## src/rtl/barrel_spawn_ctl.sv

```systemverilog
// rtl/barrel_spawn_ctl.sv - barrel slot pool: allocate on key edge or auto timer, release on done
// Cooldown between spawns, cap on simultaneously active slots.
module barrel_spawn_ctl #(
    parameter int CHANNELS    = 5,
    parameter int DELAY_TIME  = 162_500_000,
    parameter int MAX_ACTIVE  = 5,
    parameter int AUTO_PERIOD = 0,
    parameter int CNT_W       = 28,
    localparam int IDX_W      = (CHANNELS > 1) ? $clog2(CHANNELS) : 1,
    localparam int ACT_W      = $clog2(CHANNELS + 1)
) (
    input  logic                clk_i,
    input  logic                rst_ni,
    input  logic                start_game_i,
    input  logic                animation_i,
    input  logic                key_i,
    input  logic                auto_en_i,
    input  logic [CHANNELS-1:0] done_i,
    output logic [CHANNELS-1:0] barrel_o,
    output logic                spawn_o,
    output logic [IDX_W-1:0]    spawn_idx_o,
    output logic [ACT_W-1:0]    active_cnt_o,
    output logic                ready_o
);

    localparam int AUTO_LAST = (AUTO_PERIOD > 0) ? AUTO_PERIOD - 1 : 0;

    typedef enum logic [1:0] {
        IDLE      = 2'd0,
        WAIT_ANIM = 2'd1,
        ARMED     = 2'd2,
        COOLDOWN  = 2'd3
    } state_e;

    state_e              state_q, state_d;
    logic                key_q;
    logic                pending_q, pending_d;
    logic [CNT_W-1:0]    cooldown_q, cooldown_d;
    logic [CNT_W-1:0]    auto_cnt_q, auto_cnt_d;
    logic [CHANNELS-1:0] barrel_q, barrel_d;
    logic [ACT_W-1:0]    active_cnt_q, active_cnt_d;
    logic                spawn_q, spawn_d;
    logic [IDX_W-1:0]    spawn_idx_q, spawn_idx_d;

    logic                req_key;
    logic                free_found;
    logic [IDX_W-1:0]    free_idx;
    logic                alloc;
    logic                auto_run;
    logic                auto_wrap;
    logic [CHANNELS-1:0] alloc_mask;

    assign req_key = key_i & ~key_q;

    // Searching downward makes the last hit the lowest free slot.
    always_comb begin
        free_found = 1'b0;
        free_idx   = '0;
        for (int i = CHANNELS - 1; i >= 0; i--) begin
            if (!barrel_q[i]) begin
                free_found = 1'b1;
                free_idx   = IDX_W'(i);
            end
        end
    end

    assign alloc = (state_q == ARMED) && (req_key || pending_q) && free_found
                   && (active_cnt_q < ACT_W'(MAX_ACTIVE));

    assign auto_run  = (AUTO_PERIOD > 0) && auto_en_i
                       && ((state_q == ARMED) || (state_q == COOLDOWN));
    assign auto_wrap = auto_run && (auto_cnt_q == CNT_W'(AUTO_LAST));

    always_ff @(posedge clk_i or negedge rst_ni) begin
        if (!rst_ni) begin
            state_q <= IDLE;
        end else begin
            state_q <= state_d;
        end
    end

    always_comb begin
        state_d = state_q;
        if (!start_game_i) begin
            state_d = IDLE;
        end else begin
            case (state_q)
                IDLE:      state_d = WAIT_ANIM;
                WAIT_ANIM: if (!animation_i) state_d = ARMED;
                ARMED:     if (alloc) state_d = COOLDOWN;
                COOLDOWN:  if (cooldown_q == '0) state_d = ARMED;
                default:   state_d = IDLE;
            endcase
        end
    end

    always_comb begin
        ready_o = (state_q == ARMED);
    end

    // Releases act on the old mask; a slot freed this cycle cannot be picked until the next one.
    always_comb begin
        alloc_mask  = alloc ? (CHANNELS'(1) << free_idx) : '0;
        barrel_d    = (barrel_q & ~done_i) | alloc_mask;
        spawn_d     = alloc;
        spawn_idx_d = alloc ? free_idx : spawn_idx_q;

        cooldown_d = cooldown_q;
        if (alloc) begin
            cooldown_d = CNT_W'(DELAY_TIME - 1);
        end else if ((state_q == COOLDOWN) && (cooldown_q != '0)) begin
            cooldown_d = cooldown_q - CNT_W'(1);
        end

        if (!auto_run) begin
            auto_cnt_d = '0;
            pending_d  = 1'b0;
        end else begin
            auto_cnt_d = auto_wrap ? '0 : auto_cnt_q + CNT_W'(1);
            pending_d  = auto_wrap ? 1'b1 : (alloc ? 1'b0 : pending_q);
        end

        if (!start_game_i) begin
            barrel_d   = '0;
            spawn_d    = 1'b0;
            cooldown_d = '0;
            auto_cnt_d = '0;
            pending_d  = 1'b0;
        end
    end

    always_comb begin
        active_cnt_d = '0;
        for (int i = 0; i < CHANNELS; i++) begin
            active_cnt_d = active_cnt_d + ACT_W'(barrel_d[i]);
        end
    end

    always_ff @(posedge clk_i or negedge rst_ni) begin
        if (!rst_ni) begin
            key_q        <= 1'b0;
            pending_q    <= 1'b0;
            cooldown_q   <= '0;
            auto_cnt_q   <= '0;
            barrel_q     <= '0;
            active_cnt_q <= '0;
            spawn_q      <= 1'b0;
            spawn_idx_q  <= '0;
        end else begin
            key_q        <= key_i;
            pending_q    <= pending_d;
            cooldown_q   <= cooldown_d;
            auto_cnt_q   <= auto_cnt_d;
            barrel_q     <= barrel_d;
            active_cnt_q <= active_cnt_d;
            spawn_q      <= spawn_d;
            spawn_idx_q  <= spawn_idx_d;
        end
    end

    assign barrel_o     = barrel_q;
    assign spawn_o      = spawn_q;
    assign spawn_idx_o  = spawn_idx_q;
    assign active_cnt_o = active_cnt_q;

endmodule
```

## config.mk

```make
export PLATFORM = sky130hd
export DESIGN_NAME = barrel_spawn_ctl
export DESIGN_NICKNAME = d
export VERILOG_FILES = /design/src/rtl/barrel_spawn_ctl.sv
export SDC_FILE = /design/constraint.sdc
export NUM_CORES = 1
export LEC_CHECK = 0
export CORE_MARGIN = 10
export CORE_UTILIZATION = 48
export CTS_CLUSTER_SIZE = 28
export DETAILED_ROUTE_END_ITERATION = 8
export PLACE_DENSITY = 0.66
export SLEW_MARGIN = 20
export SYNTH_ARGS = -nofsm -noshare
export SYNTH_HDL_FRONTEND = slang
export SYNTH_SLANG_ARGS = --single-unit
```

## constraint.sdc

```tcl
create_clock -name clk_i -period 8.1 [get_ports clk_i]
set_input_delay 2.025 -clock clk_i [delete_from_list [all_inputs] [get_ports clk_i]]
set_output_delay 2.025 -clock clk_i [all_outputs]
set_load 0.03 [all_outputs]
```

==> flow_summary.json <==
{
  "status": "completed",
  "syn_area_um2": 2330,
  "p_sw_mw": 0.181,
  "syn_inst": 232,
  "avgSynthCellArea_um2": 10.0,
  "hold_class": "flip-flop to flip-flop",
  "drc_errors": 0,
  "postCtsSetupRepairBufs": 0,
  "fin_crit_sh_pct": 57.3,
  "fp.coreArea_um2": 4720,
  "postLayoutCellArea_um2": 2660,
  "drt-initial-drc-count": 79,
  "clock_skew_ns": 0.0126,
  "fin_nets": 265,
  "yosysSeqAreaShare_pct": 46.3,
  "cts_buffers": 5,
  "syn-num-nets": 247,
  "ys_types": 47,
  "switching_share_pct": 34.7,
  "drtPass1Iterations": 5,
  "synth_top_cell_area_share_pct": 46.3,
  "grt_overflow_total": 0,
  "fin_setup_tns_ns": 0,
  "grt_max_degree": 44,
  "dieHeight_um": 89.6,
  "synth_xor_area_share_pct": 1.51,
  "die_w_um": 89.6,
  "grt.total_usage_pct": 13.7,
  "routedWlPerCell_um": 15.6,
  "mostFrequentLayoutCell": "dfrtp_1",
  "synth-seq-cells": 43,
  "tightest_slew_ns": 0.953,
  "wl_um": 4950,
  "vias": 1834,
  "leakagePower_nw": 1.11,
  "dp_hpwl_um": 3360,
  "routabilityCongestion": 0.772,
  "synth_compound_area_share_pct": 20.3,
  "clock-sinks": 43,
  "synthAdderAreaFrac_pct": 2.80,
  "start_kind": "primary input",
  "grt_pass1_wl_um": 8530,
  "post_cts_resized": 0,
  "drt-vias-per-instance": 5.77,
  "clock.fmax_mhz": 215,
  "cts-root-buf": "clkbuf_8",
  "syn_to_final_growth_pct": 14.4,
  "final_antenna_net_count": 0,
  "crit_fanout": 9,
  "grt_pass1_vias": 1706,
  "crit_arrival_ns": 4.83,
  "yosysTopAreaCell": "dfrtp_1",
  "cts_hold_buf": 0,
  "pin_count": 24,
  "p_clk_share_pct": 27.3,
  "synth_top_family_by_area": "simple AND/OR/NAND/NOR gates",
  "ys_warn_count": 0,
  "slew_headroom_pct": 36.5,
  "ir_drop_mv": 0.0817,
  "htreeDepth": 2,
  "diodes": 0,
  "p_comb_share_pct": 26.9,
  "hold_ws_ns": 0.480,
  "clk_path_buf_depth": 2,
  "timing.final.max_slew_violations": 0,
  "clk_latency_ns": 0.31,
  "portBuffers": 22,
  "synthSimpleGateAreaFrac_pct": 23.7,
  "placed_area_um2": 2570,
  "min_period_ns": 4.64,
  "fin_util_pct": 56.3,
  "synthTopCellsByArea": "dfrtp_1, or3_1, a31oi_1",
  "p_seq_share_pct": 45.8,
  "hold_viol": 0,
  "synthMuxAreaShare_pct": 0.968,
  "final_cell_mix": "dfrtp_1, clkdlybuf4s50_1, nor2_1",
  "initial_utilization_pct": 49.2,
  "drv_cap": 0,
  "antenna_found_initial": 0,
  "rsz0062_at_grt": "no",
  "drive_gt1_share_pct": 12.7,
  "intPower_mw": 0.341,
  "path_clk_slew_ns": 0.10,
  "powerDensity_nw_per_um2": 196,
  "rows": 25,
  "crit_type": "primary input to flip-flop",
  "fp.dieArea_um2": 8030,
  "final-setup-viol-count": 0,
  "cts_tree": "built",
  "cp.required_ns": 8.29,
  "power_mw": 0.522,
  "endpoint_kind": "flip-flop"
}
sequential cells by signal, summed over array words and instances (netlist names):
name,cells
state_q,2
active_cnt_o,3
cooldown_q,28
spawn_o,1
key_q,1
barrel_o,5
spawn_idx_o,3
layer usage:
layer	track usage, %	part of all wire (%)	up-vias
met5	0	0	-
met4	5.06	1.4	0
met3	4.60	4.3	6
met2	20.6	47	28
met1	17.8	48	887
li1	-	-	913
power groups by stage:
stage,Sequential [mW],Combinational (mW),Clock [mW]
6_report,0.239,0.140,0.142
5_1_grt,0.242,0.158,0.157
3_3_place_gp,0.243,0.141,0
4_1_cts,0.239,0.142,0.148
2_1_floorplan,0.245,0.114,0
3_5_place_dp,0.243,0.141,0
worst max-delay path, stage by stage:
cell and delay, ns:
clkdlybuf4s50_1 0.47, nor2b_1 0.23, o2111a_1 0.48, nand2_1 0.09, mux2_2 0.26, nor2_1 0.18, fa_1 0.45, fa_1 0.38
ha_1 0.28
worst paths after layout:
| kind | cells after the start | slack [ns] | startpoint | to |
|---|---|---|---|---|
| setup / recovery | 9 | 3.46 | key_i | active_cnt_o[1] |
| hold / removal | 2 | 0.48 | spawn_idx_o[0] | spawn_idx_o[0] |
| setup reg to reg | 8 | 5.11 | state_q[0] | active_cnt_o[1] |
| hold reg to reg | 2 | 0.48 | spawn_idx_o[0] | spawn_idx_o[0] |
| max in group asynchronous | 1 | 5.64 | rst_ni | state_q[1] |
| min in group asynchronous | 1 | 1.86 | rst_ni | cooldown_q[18] |
synthesized netlist by cell type, drive strengths merged:
| cell | n |
|---|---|
| dfrtp | 43 |
| nor2 | 20 |
| or3 | 17 |
| or4 | 15 |
| a21oi | 13 |
| a31oi | 12 |
| nand2 | 11 |
| o21ai | 11 |
| inv | 9 |
| nor3 | 9 |
| o31ai | 9 |
| clkbuf | 8 |
| nand3 | 5 |
| and2 | 4 |
| buf | 4 |
| o2111ai | 4 |
| nand2b | 3 |
| o311a | 3 |
| or2 | 3 |
| fa | 2 |
| ha | 2 |
| mux2 | 2 |
| nor2b | 2 |
| nor4 | 2 |
| o211ai | 2 |
| o21a | 2 |
| o41ai | 2 |
| xnor2 | 2 |
| xor2 | 2 |
| a221oi | 1 |
| a22o | 1 |
| a311oi | 1 |
| nand3b | 1 |
| nand4 | 1 |
| o2111a | 1 |
| o22a | 1 |
| o311ai | 1 |
| or4b | 1 |
cell families after synthesis:
family,count (synthesis)
AO/OA/AOI/OAI,64
XOR/XNOR,4
adder cells (fa/ha/maj),4
buffers and inverters,21
flip-flops,43
multiplexers,2
AND/OR/NAND/NOR,94
area by class of cell:
class	count	area, um^2
flip-flops and latches	43	1080
repair buffers	23	223
inverters	9	33.8
clock buffers	5	68.8
clock inverters	3	23.8
well taps	67	83.8
multi-input cells	168	1150
fillers	432	2060
stage by stage:
stage               worst slack, ns  std cells
floorplan                      3.80        232
global placement               3.14        310
detailed placement             3.10        310
CTS                            3.44        318
global route                   3.27        318
finish                         3.46        318
(Power assumes the default switching activity.)
